--- src/rtl/if_id_queue.sv ---
// if_id_queue: DEPTH-entry in-order IF/ID instruction queue with valid/ready, flush and NOP injection.
// Optional macro IFIDQ_FAULT_EN adds a per-entry fetch access-fault bit (fault_i_IFIDQ/fault_o_IFIDQ).
module if_id_queue #(
   parameter int                   INSTR_W   = 32,
   parameter int                   ADDR_W    = 32,
   parameter int                   DEPTH     = 2,
   parameter logic [INSTR_W-1:0]   NOP_INSTR = 32'h00000013,
   parameter logic [ADDR_W-1:0]    RST_PC    = 32'h00000000
) (
   input  logic                         clk_i_IFIDQ,
   input  logic                         rst_i_IFIDQ,
   input  logic [INSTR_W-1:0]           instr_i_IFIDQ,
   input  logic [ADDR_W-1:0]            pc_addr_i_IFIDQ,
   input  logic                         valid_i_IFIDQ,
   output logic                         ready_o_IFIDQ,
   input  logic                         flush_i_IFIDQ,
`ifdef IFIDQ_FAULT_EN
   input  logic                         fault_i_IFIDQ,
   output logic                         fault_o_IFIDQ,
`endif
   output logic [INSTR_W-1:0]           instr_o_IFIDQ,
   output logic [ADDR_W-1:0]            pc_addr_o_IFIDQ,
   output logic                         valid_o_IFIDQ,
   input  logic                         ready_i_IFIDQ,
   output logic [$clog2(DEPTH+1)-1:0]   count_o_IFIDQ
);
   localparam int PW = $clog2(DEPTH);
   localparam int CW = $clog2(DEPTH+1);
   logic [INSTR_W-1:0] mem_instr [DEPTH];
   logic [ADDR_W-1:0]  mem_pc    [DEPTH];
   logic [PW-1:0]      rd_ptr, wr_ptr;
   logic [CW-1:0]      count;
   logic               push, pop;
   assign ready_o_IFIDQ = count != CW'(DEPTH);
   assign valid_o_IFIDQ = count != '0;
   assign push = valid_i_IFIDQ && ready_o_IFIDQ;
   assign pop  = valid_o_IFIDQ && ready_i_IFIDQ;
   assign count_o_IFIDQ = count;
   assign instr_o_IFIDQ   = valid_o_IFIDQ ? mem_instr[rd_ptr] : NOP_INSTR;
   assign pc_addr_o_IFIDQ = valid_o_IFIDQ ? mem_pc[rd_ptr]    : RST_PC;
   always_ff @(posedge clk_i_IFIDQ) begin
      if (!rst_i_IFIDQ || flush_i_IFIDQ) begin
         count  <= '0;
         rd_ptr <= '0;
         wr_ptr <= '0;
      end else begin
         if (push) wr_ptr <= wr_ptr + 1'b1;
         if (pop) rd_ptr <= rd_ptr + 1'b1;
         count <= count + CW'(push) - CW'(pop);
      end
   end
   // payload storage needs no reset: valid_o masks stale entries
   always_ff @(posedge clk_i_IFIDQ) begin
      if (push) begin
         mem_instr[wr_ptr] <= instr_i_IFIDQ;
         mem_pc[wr_ptr]    <= pc_addr_i_IFIDQ;
      end
   end
`ifdef IFIDQ_FAULT_EN
   logic mem_fault [DEPTH];
   always_ff @(posedge clk_i_IFIDQ) begin
      if (push) mem_fault[wr_ptr] <= fault_i_IFIDQ;
   end
   assign fault_o_IFIDQ = valid_o_IFIDQ && mem_fault[rd_ptr];
`endif
endmodule

--- config.mk ---
export PLATFORM = sky130hd
export DESIGN_NAME = if_id_queue
export DESIGN_NICKNAME = d
export VERILOG_FILES = /design/src/rtl/if_id_queue.sv
export SDC_FILE = /design/constraint.sdc
export NUM_CORES = 1
export LEC_CHECK = 0
export CORE_UTILIZATION = 52
export DETAILED_ROUTE_END_ITERATION = 12
export GPL_ROUTABILITY_DRIVEN = 0
export HOLD_SLACK_MARGIN = 0.05
export PLACE_DENSITY = 0.9
export SLEW_MARGIN = 30
export SYNTH_ARGS = -nofsm -noshare
export SYNTH_HDL_FRONTEND = slang
export SYNTH_SLANG_ARGS = --single-unit
export TNS_END_PERCENT = 5
--- constraint.sdc ---
create_clock -name clk_i_IFIDQ -period 4.8 [get_ports clk_i_IFIDQ]
set_clock_uncertainty 0.1 [all_clocks]
set_input_delay 0.96 -clock clk_i_IFIDQ [delete_from_list [all_inputs] [get_ports clk_i_IFIDQ]]
set_output_delay 0.96 -clock clk_i_IFIDQ [all_outputs]
set_load 0.01 [all_outputs]
==> flow_summary.ini <==
[timing]
grt_setup_unrepaired = false
tns_ns = 0
min_period_ns = 3.70
fin_crit_sh_pct = 77.1
hold_viol_final = 0
relSlewSlack_pct = 42.7
tightest_slew_ns = 0.860
slew_violations = 0
max_freq_mhz = 270
setup_viol = 0

[clocking]
clk_pin_slew_ns = 0.06
clock_latency_ns = 0.50
cts_tree = built
root_buffer = clkbuf_8
cts-buffers-inserted = 17
clockBufferDepth = 2
ctsHoldBuffers = 0
postCtsSetupRepairBufs = 0
postCtsResizedCells = 0
cts-htree-levels = 4
cts_sinks = 133

[placed_design]
io_buffers = 136
dp_hpwl_um = 6490
place_area_um2 = 6570

[route]
drt-total-wl_um = 10000
firstDrtPassIters = 4
vias_per_cell = 5.12
drt_iter0_drc = 123
postRouteAntennaNets = 0
dr_total_vias = 3002
drc = 0
wl_per_cell_um = 17.1

[yosys]
synth_area_leader_cell = edfxtp_1
ys.flop_type = edfxtp_1
syn_area_um2 = 5090
yosysMostFrequentCell = edfxtp_1
ys_async_sr_fraction_pct = 0
avgSynthCellArea_um2 = 17.0
ys_top_cells_by_area = edfxtp_1 75%, mux2i_1 13%, nor2_1 4.8%
yosysTopAreaCellShare_pct = 75.5
syn_inst = 299
synth_edf_count = 128
yosysWarnings = 0
yosysUniqueCellTypes = 26
synth_nets = 369
synth_seq_cells = 133
ys_seq_area_share_pct = 77.4
synth_common_cells = 128 x edfxtp_1, 65 x nor2_1, 64 x mux2i_1

[floorplan]
die_h_um = 101
design.core.area_um2 = 9370
dieArea_um2 = 10200
dieWidth_um = 101
io_pins = 137
row_count = 35
start_util_pct = 54.4

[cells_and_area]
n_fill_cell = 585
finalNetCount = 516
area_growth_pct = 40.8
diodes = 0
final_cell_area_um2 = 7170
drive_gt1_share_pct = 8.97

[global_route]
grt_overflow_total = 0
grt_start_max_net_pins = 65
grt_pass1_vias = 3129
track_usage_pct = 20.8
antenna_found_initial = 1
grt_pass1_wl_um = 15300

[critical_path]
cp.required_ns = 3.74
r2r-start = count_o_IFIDQ[0]
cp-end-kind = output port
timing.rr.end = count_o_IFIDQ[1]
rrSetupSlack_ns = 2.11
cp.arrival_ns = 2.64
critPathLaunchType = register
worstSetupPathType = register to output port
rr_worst_depth = 8
path_max_fanout = 33

[min_path]
hp-class = register to register
hold_depth = 2
min-delay-start = rd_ptr
hold_end = rd_ptr

[job]
drv_cap = 0

[power_and_ir_drop]
power.density_nw_per_um2 = 400
p_leak_uw = 0.00235
peakVddDrop_uv = 258

[run_status]
status = finished clean
[cells in the final DEF (no fill, tap or decap)]
cell             Yosys  layout
nor2b_1              1       1
inv_2                1       2
nand2b_2             1       1
dfxtp_4              0       1
clkinv_2             0       2
a21oi_1              2       2
clkinv_4             0       3
and3_1               2       1
mux2i_1             64      64
nand2_1              3       3
o31a_1               1       1
clkdlybuf4s50_1      0     136
edfxtp_1           128     128
and3_2               0       1
o21ai_0              1       1
clkbuf_8             0       1
nor4bb_1             1       1
bufinv_16            0       4
clkbuf_16            0      16
nand2b_1             1       1
ha_1                 1       1
inv_6                0       1
nor2_4               0       1
a21bo_1              1       1
clkinvlp_4           0       2
dfxtp_1              5       4
xor2_1               1       1
buf_12               0       1
nor3_2               1       1
a311oi_1             1       1
clkinv_1             0       1
buf_4                1       4
nor2_1              65      65
inv_1                2       1
nor4_1               1       1
nand3b_1             1       1
[critical path: stages (launching register included)]
cell and delay [ns]:
dfxtp_1 0.39, nor2_4 0.57, buf_4 0.44, inv_2 0.11, nand2_1 0.08, clkdlybuf4s50_1 0.53
[how the worst max path moves through the flow]
stage,startpoint,to,slack (ns)
4_1_cts,count_o_IFIDQ[0],instr_o_IFIDQ[0],1.04
5_1_grt,count_o_IFIDQ[0],instr_o_IFIDQ[0],0.90
3_3_place_gp,count_o_IFIDQ[0],instr_o_IFIDQ[0],1.66
6_report,count_o_IFIDQ[0],instr_o_IFIDQ[0],1.10
3_5_place_dp,count_o_IFIDQ[0],instr_o_IFIDQ[0],1.60
2_1_floorplan,valid_i_IFIDQ,mem_instr[1][0],1.76
[state kept, by name (all words and copies together), names as in the netlist, named ones only]
register	count
mem_instr	64
wr_ptr	1
count_o_IFIDQ	2
rd_ptr	1
mem_pc	64
[final cells by class]
| type | count | area, um2 | area share, % |
|---|---|---|---|
| clock buffers | 17 | 414 | 5.78 |
| clock inverters | 13 | 184 | 2.57 |
| inverters | 3 | 11.3 | 0.157 |
| multi-input cells | 150 | 1040 | 14.5 |
| flip-flops and latches | 133 | 3950 | 55.1 |
| well taps | 129 | 161 | 2.25 |
| repair buffers | 141 | 1410 | 19.7 |
[power breakdown]
group          internal, uW  switching [uW]  total [uW]
clock                   837             453        1290
sequential             1330            16.7        1350
combinational           124             105         229
total                  2290             575        2870
[kinds of logic (layout without fill, tap and decap cells)]
kind of cell	Yosys count	after routing	share of synthesized area, %
flops	133	133	77.4
simple gates	78	78	6.46
mux	64	64	12.6
buf+inv	16	174	2.28
compound gates	6	6	0.835
fa+ha+maj	1	1	0.246
xor+xnor	1	1	0.172
[metal layers]
| layer | wire (um) | up-vias | GRT usage, % |
|---|---|---|---|
| met4 | 75 | 2 | 7.58 |
| met3 | 618 | 8 | 7.49 |
| li1 | - | 1404 | - |
| met2 | 5320 | 112 | 35.6 |
| met1 | 4010 | 1476 | 24.3 |
| met5 | 13 | - | 0 |
[per-stage QoR]
step           std cells  power (uW)  utilization (%)  hold slack, ns  setup WS, ns
2_1_floorplan        299        1460                -           0.372          1.76
3_3_place_gp         555        1590             69.9           0.387          1.66
3_5_place_dp         556        1600             70.1           0.393          1.60
4_1_cts              586        2890             76.5           0.409          1.04
5_1_grt              586        2960             76.5           0.424         0.897
6_report             586        2870             76.5           0.416          1.10
Power figures use the tool's default switching activity.
